--- config.mk ---
export PLATFORM = sky130hd
export DESIGN_NAME = vec_pipe_datapath
export DESIGN_NICKNAME = d
export VERILOG_FILES = /design/src/rtl/vec_pipe_datapath.sv
export SDC_FILE = /design/constraint.sdc
export NUM_CORES = 1
export LEC_CHECK = 0
export CORE_ASPECT_RATIO = 0.75
export CORE_MARGIN = 3
export CORE_UTILIZATION = 40
export CTS_BUF_LIST = sky130_fd_sc_hd__clkbuf_4 sky130_fd_sc_hd__clkbuf_8
export DETAILED_ROUTE_END_ITERATION = 8
export SYNTH_ARGS = -nofsm -noshare
export SYNTH_HDL_FRONTEND = slang
export SYNTH_HIERARCHICAL = 1
export SYNTH_SLANG_ARGS = --single-unit
--- constraint.sdc ---
create_clock -name CLK -period 6.6 [get_ports CLK]
set_input_delay 0.99 -clock CLK [delete_from_list [all_inputs] [get_ports CLK]]
set_output_delay 0.99 -clock CLK [all_outputs]
set_load 0.005 [all_outputs]
--- src/rtl/vec_pipe_datapath.sv ---
// Parameterised E/M/W vector pipeline slice with forwarding, load-use stall, flush and strided addresses.
// Define VEC_SAT_EN for unsigned per-lane saturation of ADD/SUB; the default build wraps.

module vec_pipe_lane #(
   parameter int WIDTH = 18
) (
   input  logic [2:0]       op_i,
   input  logic [WIDTH-1:0] a_i,
   input  logic [WIDTH-1:0] b_i,
   output logic [WIDTH-1:0] res_o
);
   logic [WIDTH-1:0] add_r, sub_r;

`ifdef VEC_SAT_EN
   logic [WIDTH:0] sum, dif;
   assign sum   = {1'b0, a_i} + {1'b0, b_i};
   assign dif   = {1'b0, a_i} - {1'b0, b_i};
   assign add_r = sum[WIDTH] ? '1 : sum[WIDTH-1:0];
   assign sub_r = dif[WIDTH] ? '0 : dif[WIDTH-1:0];
`else
   assign add_r = a_i + b_i;
   assign sub_r = a_i - b_i;
`endif

   always_comb begin
      res_o = '0;
      case (op_i)
         3'b000: res_o = add_r;
         3'b001: res_o = sub_r;
         3'b010: res_o = a_i & b_i;
         3'b011: res_o = a_i | b_i;
         3'b100: res_o = a_i ^ b_i;
         3'b101: res_o = {a_i[WIDTH-2:0], 1'b0};
         3'b110: res_o = (a_i > b_i) ? a_i : b_i;
         3'b111: res_o = b_i;
      endcase
   end
endmodule

module vec_pipe_datapath #(
   parameter int LANES  = 3,
   parameter int WIDTH  = 18,
   parameter int ADDR_W = 10,
   parameter int REG_AW = 4,
   parameter int STRIDE = 1
) (
   input  logic                   CLK,
   input  logic                   RST,
   input  logic                   in_valid,
   output logic                   in_ready,
   input  logic [2:0]             op,
   input  logic [REG_AW-1:0]      ra,
   input  logic [REG_AW-1:0]      rb,
   input  logic [LANES*WIDTH-1:0] rd1,
   input  logic [LANES*WIDTH-1:0] rd2,
   input  logic [WIDTH-1:0]       imm,
   input  logic                   use_imm,
   input  logic                   reg_write,
   input  logic                   mem_to_reg,
   input  logic                   mem_write,
   input  logic [REG_AW-1:0]      wa,
   input  logic                   flush,
   output logic [ADDR_W-1:0]      mem_addr,
   output logic [ADDR_W-1:0]      addr_prev,
   output logic [ADDR_W-1:0]      addr_next,
   output logic                   mem_we,
   output logic [LANES*WIDTH-1:0] mem_wdata,
   input  logic [LANES*WIDTH-1:0] mem_rdata,
   output logic                   wb_we,
   output logic [REG_AW-1:0]      wb_wa,
   output logic [LANES*WIDTH-1:0] wb_data,
   output logic [3:0]             flags
);
   localparam int DW = LANES * WIDTH;

   typedef struct packed {
      logic [2:0]        op;
      logic [REG_AW-1:0] ra, rb, wa;
      logic [DW-1:0]     rd1, rd2;
      logic [WIDTH-1:0]  imm;
      logic              use_imm, rw, m2r, mw;
   } e_t;

   typedef struct packed {
      logic [DW-1:0]     res, sdat;
      logic [REG_AW-1:0] wa;
      logic              rw, m2r, mw;
   } m_t;

   typedef struct packed {
      logic [DW-1:0]     res;
      logic [REG_AW-1:0] wa;
      logic              rw, m2r;
   } w_t;

   // vld bits: [0]=E, [1]=M, [2]=W
   logic [2:0] vld_q, vld_d;
   e_t         e_q, e_d;
   m_t         m_q, m_d;
   w_t         w_q, w_d;
   logic [3:0] flags_q, flags_d;

   logic hazard, accept, m_fwd_ok;
   logic [DW-1:0] opa, regb, opb;
   logic [LANES-1:0][WIDTH-1:0] a_l, b_l, res_l;
   logic [WIDTH:0] a0x, b0x;
   logic is_add, is_sub, add_c, add_m, sub_bw, sub_m, fl_c, fl_v;

   assign hazard   = vld_q[0] & e_q.m2r & e_q.rw & ((e_q.wa == ra) | (e_q.wa == rb));
   assign in_ready = ~flush & ~hazard;
   assign accept   = in_valid & in_ready;

   // Loads in M have no data yet; their consumers were stalled onto the W path.
   assign m_fwd_ok = vld_q[1] & m_q.rw & ~m_q.m2r;
   assign opa  = (m_fwd_ok && m_q.wa == e_q.ra) ? m_q.res :
                 (wb_we && wb_wa == e_q.ra)     ? wb_data : e_q.rd1;
   assign regb = (m_fwd_ok && m_q.wa == e_q.rb) ? m_q.res :
                 (wb_we && wb_wa == e_q.rb)     ? wb_data : e_q.rd2;
   assign opb  = e_q.use_imm ? {LANES{e_q.imm}} : regb;
   assign a_l  = opa;
   assign b_l  = opb;

   for (genvar i = 0; i < LANES; i++) begin : g_lane
      vec_pipe_lane #(.WIDTH(WIDTH)) u_lane (
         .op_i  (e_q.op),
         .a_i   (a_l[i]),
         .b_i   (b_l[i]),
         .res_o (res_l[i])
      );
   end

   // Carry and overflow come from the unsaturated lane-0 arithmetic.
   assign a0x    = {1'b0, a_l[0]};
   assign b0x    = {1'b0, b_l[0]};
   assign add_c  = 1'((a0x + b0x) >> WIDTH);
   assign add_m  = 1'((a0x + b0x) >> (WIDTH - 1));
   assign sub_bw = 1'((a0x - b0x) >> WIDTH);
   assign sub_m  = 1'((a0x - b0x) >> (WIDTH - 1));
   assign is_add = (e_q.op == 3'b000);
   assign is_sub = (e_q.op == 3'b001);
   assign fl_c   = (is_add & add_c) | (is_sub & ~sub_bw);
   assign fl_v   = (is_add & (a_l[0][WIDTH-1] == b_l[0][WIDTH-1]) & (add_m != a_l[0][WIDTH-1])) |
                   (is_sub & (a_l[0][WIDTH-1] != b_l[0][WIDTH-1]) & (sub_m != a_l[0][WIDTH-1]));

   always_comb begin
      vld_d = {vld_q[1] & ~flush, vld_q[0] & ~flush, accept};
      e_d   = e_q;
      if (accept) begin
         e_d.op      = op;
         e_d.ra      = ra;
         e_d.rb      = rb;
         e_d.wa      = wa;
         e_d.rd1     = rd1;
         e_d.rd2     = rd2;
         e_d.imm     = imm;
         e_d.use_imm = use_imm;
         e_d.rw      = reg_write;
         e_d.m2r     = mem_to_reg;
         e_d.mw      = mem_write;
      end
      m_d.res  = res_l;
      m_d.sdat = regb;
      m_d.wa   = e_q.wa;
      m_d.rw   = e_q.rw;
      m_d.m2r  = e_q.m2r;
      m_d.mw   = e_q.mw;
      w_d.res  = m_q.res;
      w_d.wa   = m_q.wa;
      w_d.rw   = m_q.rw;
      w_d.m2r  = m_q.m2r;
      flags_d  = vld_q[0] ? {res_l[0][WIDTH-1], res_l[0] == '0, fl_c, fl_v} : flags_q;
   end

   always_ff @(posedge CLK) begin
      if (RST) begin
         vld_q   <= '0;
         e_q     <= '0;
         m_q     <= '0;
         w_q     <= '0;
         flags_q <= '0;
      end else begin
         vld_q   <= vld_d;
         e_q     <= e_d;
         m_q     <= m_d;
         w_q     <= w_d;
         flags_q <= flags_d;
      end
   end

   assign mem_addr  = m_q.res[ADDR_W-1:0];
   assign addr_next = mem_addr + ADDR_W'(STRIDE);
   assign addr_prev = mem_addr - ADDR_W'(STRIDE);
   assign mem_we    = vld_q[1] & m_q.mw;
   assign mem_wdata = m_q.sdat;
   assign wb_we     = vld_q[2] & w_q.rw;
   assign wb_wa     = w_q.wa;
   assign wb_data   = w_q.m2r ? mem_rdata : w_q.res;
   assign flags     = flags_q;
endmodule

== Yosys cells after proc, flatten, opt, wreduce, memory -nomap -nowiden ==
Index checks and enable logic that the tools add are counted.
Widths: inputs -> output; s select.

* $add $sub $neg: 10
* Magnitude comparators: 3
* Eq/ne operators: 17
* Muxes and demuxes: 12
* Bitwise gates (word level): 33
* Reductions and logical operators: 6

{| class="wikitable"
|+ Operator list
! operator !! number
|-
| $pmux 18 s8 || 3
|-
| $mux 54 || 6
|-
| $add 18x18->18 || 3
|-
| $and 18x18->18 || 3
|-
| $gt 18x18->1 || 3
|-
| $mux 18 || 3
|-
| $or 18x18->18 || 3
|-
| $sub 18x18->18 || 3
|-
| $xor 18x18->18 || 3
|-
| $eq 4x4->1 || 6
|-
| $add 18x18->19 || 1
|-
| $sub 18x18->19 || 1
|-
| $logic_not 18->1 || 1
|-
| $and 1x1->1 || 17
|-
| $eq 3x3->1 const B || 4
|-
| $add 10x1->10 const B || 1
|-
| $sub 10x1->10 const B || 1
|-
| $eq 3x2->1 const B || 2
|-
| $logic_and 1x1->1 || 4
|-
| $not 1->1 || 4
|-
| $eq 3x1->1 const B || 1
|-
| $logic_not 3->1 || 1
|-
| $ne 1x1->1 || 3
|-
| $or 1x1->1 || 3
|-
| $eq 1x1->1 || 1
|}

* Register bits after elaboration: 327
* Input bits: 203
* Output and inout port bits: 149
* Word-level logic and storage cells: 104

== Logic depth before layout (Yosys ltp) ==
* Depth after elaboration: 9
* Gate-level depth with buffers: 26
* Depth with buffers taken out: 23

== By module ==
The synthesis kept the hierarchy.

{| class="wikitable"
|+ By module, submodules not included
! module !! times used !! cells an instance !! area an instance (um^2) !! seq. area each (um^2)
|-
| vec_pipe_datapath || 1 || 1999 || 15399.8 || 6546.3
|-
| vec_pipe_lane || 3 || 499 || 3392.0 || 0.0
|}

== Worst setup path after synthesis ==
No wires, ideal clock.

* Kind: input -> register
* Start: input port mem_rdata[0]
* End: register flags_q[2] (netlist: flags[2])
* Library setup time: 0.065 ns
* Arrival time: 4.885 ns
* Data required time: 6.535 ns
* Path slack: 1.650 ns
* Stages on the path: 22
* Path buffers: 1
* Cells stage by stage: mux2_4 -> or4_4 -> a31oi_4 -> inv_2 -> inv_1 -> ha_1 -> inv_1 -> fa_1 -> nor2b_1 -> o21a_1 -> o21a_1 -> o21ai_0 -> nand3_1 -> nand2_4 -> buf_12 -> mux2i_1 -> o221ai_1 -> nor4_1 -> nand4_1 -> nor4_1 -> a21oi_1 -> nor2_1

{| class="wikitable"
|+ RTL lines
! what !! RTL line !! RTL
|-
| start, declared || 68 || <nowiki>input logic [LANES*WIDTH-1:0] mem_rdata,</nowiki>
|-
| end signal, assigned || 186 || <nowiki>flags_q <= flags_d;</nowiki>
|-
| end, declared || 101 || <nowiki>logic [3:0] flags_q, flags_d;</nowiki>
|}

==> results.txt <==
Status = finished clean
Yosys reg bits = 327
Hold path endpoint = e_q[0]
Hold Slack = 0.4483 ns
Most frequent cell after synthesis = nand2_1
Synth area leader = dfxtp_1
Routability cong. = 0.9658
Post_cts resized = 0
Clock slew at reported path FFs = 0.07 ns
CP Max Fanout = 27
Nets@finish = 4,072
Final setup vio count = 0
Reg2Reg Capture Point = flags[2]
Die footprint = 0.06704 mm^2
DR WL met3 = 10,560 um
PwrDens = 201.6 mW/mm^2
Synth warnings = 6
R2r setup slk = 0.44 ns
Net Count, Synth = 3,903
Core area = 0.06267 mm^2
Flop pwr share = 35.7%
Slew Viols, Final = 0
CTS root buf = clkbuf_8
EDFF count, synth = 0
Max-cap viol count = 0
Switch Pwr = 0.002117 W
Post-Layout Cell Count = 4,563
CTS tree = done
Die Y = 225.0 um
Synth top cells by count = nand2_1 (516), a21oi_1 (380), dfxtp_1 (327)
Global route total overflow = 0
Hold path cells = 2
Reg-to-Reg Start = e_q[135]
Fin crit period = 6.158 ns
Type of the worst setup path = reg -> reg
Wl on met1 = 46,910 um
Final hold violations = 0
CTS Sinks = 327
Worst Max-Slew Pin Slew = 1.311 ns
WL final = 97,710 um
CP arrival = 6.77 ns
Mean area per synthesized cell = 7.316 um^2
Asr flop ratio synth = 0%
Yosys cell types = 85
Area grow syn2layout = 19.06%
Netlist Area Pre-Place = 0.02558 mm^2
Die Wd = 298.0 um
RSZ-0062 raised after global routing = false
DRC violations left = 0
Largest net degree at the start of global routing = 159
Switching share of power = 34.48%
Post-Synthesis Cells = 3,496
Max IR drop VDD = 0.1413 mV
Final worst path period share = 93.31%
Vias in the first global route = 23,810
GRT Total Usage = 27.95%
Post-CTS Hold Fix Bufs = 0
Sequential share of the synthesized area = 25.60%
Int Pwr = 0.004023 W
Clock Tree Buf Depth = 3
Total Neg Setup Slack = 0 ns
Hold Startpoint = e_q[0]
# IOs = 352
Slew headroom = 12.62%
Lkg Pwr = 11.91 nW
Final Total Pwr = 0.006139 W
Fmax = 162.4 MHz
Hold crit path type = reg -> reg
Initial core utilization = 40.81%
Clk Latency, worst-skew pair = 0.67 ns
WL met2 = 38,390 um
Placement Setup Slack = 0.5500 ns
Highest Signal Layer = met5
Cell row count = 79
Vias per Instance = 5.589
Drt pass-1 iters = 7
Clock power frac = 33.3%
Total number of vias = 25,500
Synth Flop Type = dfxtp_1
Gate power share = 31.0%
Drt wl/cell = 21.41 um
Number of port buffers = 351
Critical Path Sink Type = register
Inst Count DP = 4,457
Final worst slack = 0.4418 ns
Post-CTS Setup Inserts = 0
Worst Path Required = 7.21 ns
H-tree Lvls = 2
Top cell type's share of synthesized area = 25.60%
First-pass GRT wire length = 147,900 um
Startpoint types = register
Final Skew = 0.03071 ns
Synth area leaders = dfxtp_1 (26%), ha_1 (9.7%), nand2_1 (7.6%)
Initial antenna violation count = 6
DRT iter0 DRCs = 2,390
R2R depth = 24
Share of post-route cells with drive strength above 1 = 6.521%
Hpwl dp = 72,520 um
CTS buffer count = 56
Post-DRT Antenna Nets = 0
-- through the flow --
stage          cell area, um^2  util [%]
2_1_floorplan            25580         -
3_3_place_gp             29200     46.60
3_5_place_dp             29200     46.60
4_1_cts                  30450     48.58
5_1_grt                  30450     48.58
6_report                 30450     48.59
-- area by class of cell --
class,instances,area [um^2]
fill,6420,32220
multi-input combinational,2624,16670
sequential,327,6558
timing repair buffer,403,3959
clock buffer,88,1124
tap,850,1064
inverter,253,949.7
clock inverter,16,122.6
antenna,2,5.005
-- how the worst max path moves through the flow --
stage | startpoint | to | slack [ns] | cells past startpoint
detailed placement | mem_rdata[0] | flags[2] | 0.55 | 22
floorplan | mem_rdata[0] | flags[2] | 1.65 | 22
CTS | e_q[135] | flags[2] | 0.67 | 24
global placement | mem_rdata[0] | flags[2] | 0.75 | 22
global route | e_q[135] | flags[2] | 0.15 | 24
finish | e_q[135] | flags[2] | 0.44 | 24
-- metal layers --
layer,vias up,global-route usage (%)
li1,12330,-
met1,11900,41.81
met2,1142,39.00
met3,114,8.513
met4,12,5.849
met5,-,0
-- cell usage in the layout (no fill, tap or decap), types with 47 or more instances in the layout --
cell	instances
clkbuf_8	74
o21ai_1	138
ha_1	198
nor2b_1	194
a21oi_1	380
clkdlybuf4s50_1	350
o21a_1	49
o21ai_0	150
nor2_1	230
inv_1	250
dfxtp_1	322
nand3_1	47
nand2_1	514
mux2i_1	111
buf_4	48
-- state kept, by name, indices dropped and copies added (netlist names) --
| register | cells |
|---|---|
| mem_wdata | 54 |
| wb_wa | 4 |
| e_q | 145 |
| w_q | 56 |
| mem_addr | 10 |
| vld_q | 3 |
| flags | 4 |
| m_q | 51 |
-- cell families (layout without fill, tap and decap cells) --
family	Yosys count	after routing	share of synthesized area, %
flip-flops	327	327	25.60
AND/OR/NAND/NOR	1180	1180	21.71
buffers and inverters	545	760	9.437
AO/OA/AOI/OAI	1053	1053	26.06
multiplexers	120	120	4.755
adder cells (fa/ha/maj)	204	204	10.16
other	0	2	0
XOR/XNOR	67	67	2.294
-- power groups by stage --
stage          clock (W)  sequential (W)  combinational, W
6_report         0.00204         0.00219           0.00190
5_1_grt          0.00219         0.00220           0.00206
4_1_cts          0.00210         0.00219           0.00187
3_5_place_dp           0         0.00223           0.00185
3_3_place_gp           0         0.00223           0.00186
2_1_floorplan          0         0.00218           0.00125
-- worst max-delay path, stage by stage, from the launching register on --
cell	delay, ns
dfxtp_1	0.34
xor2_1	0.17
nor3_1	0.48
nand3_4	0.53
buf_4	0.37
nor2_1	0.11
a21oi_1	0.05
o21ai_1	0.15
o21ai_1	0.10
inv_1	0.13
inv_1	0.10
ha_1	0.38
or3_4	0.38
or3_4	0.37
o22ai_2	0.26
o41a_1	0.29
a21oi_1	0.13
a221o_1	0.35
o21ai_0	0.12
o211ai_1	0.22
nor4_1	0.47
nand4_1	0.16
nor4_1	0.28
a21oi_1	0.07
nor2_1	0.09
No activity file was read; power rests on OpenSTA's default activity.
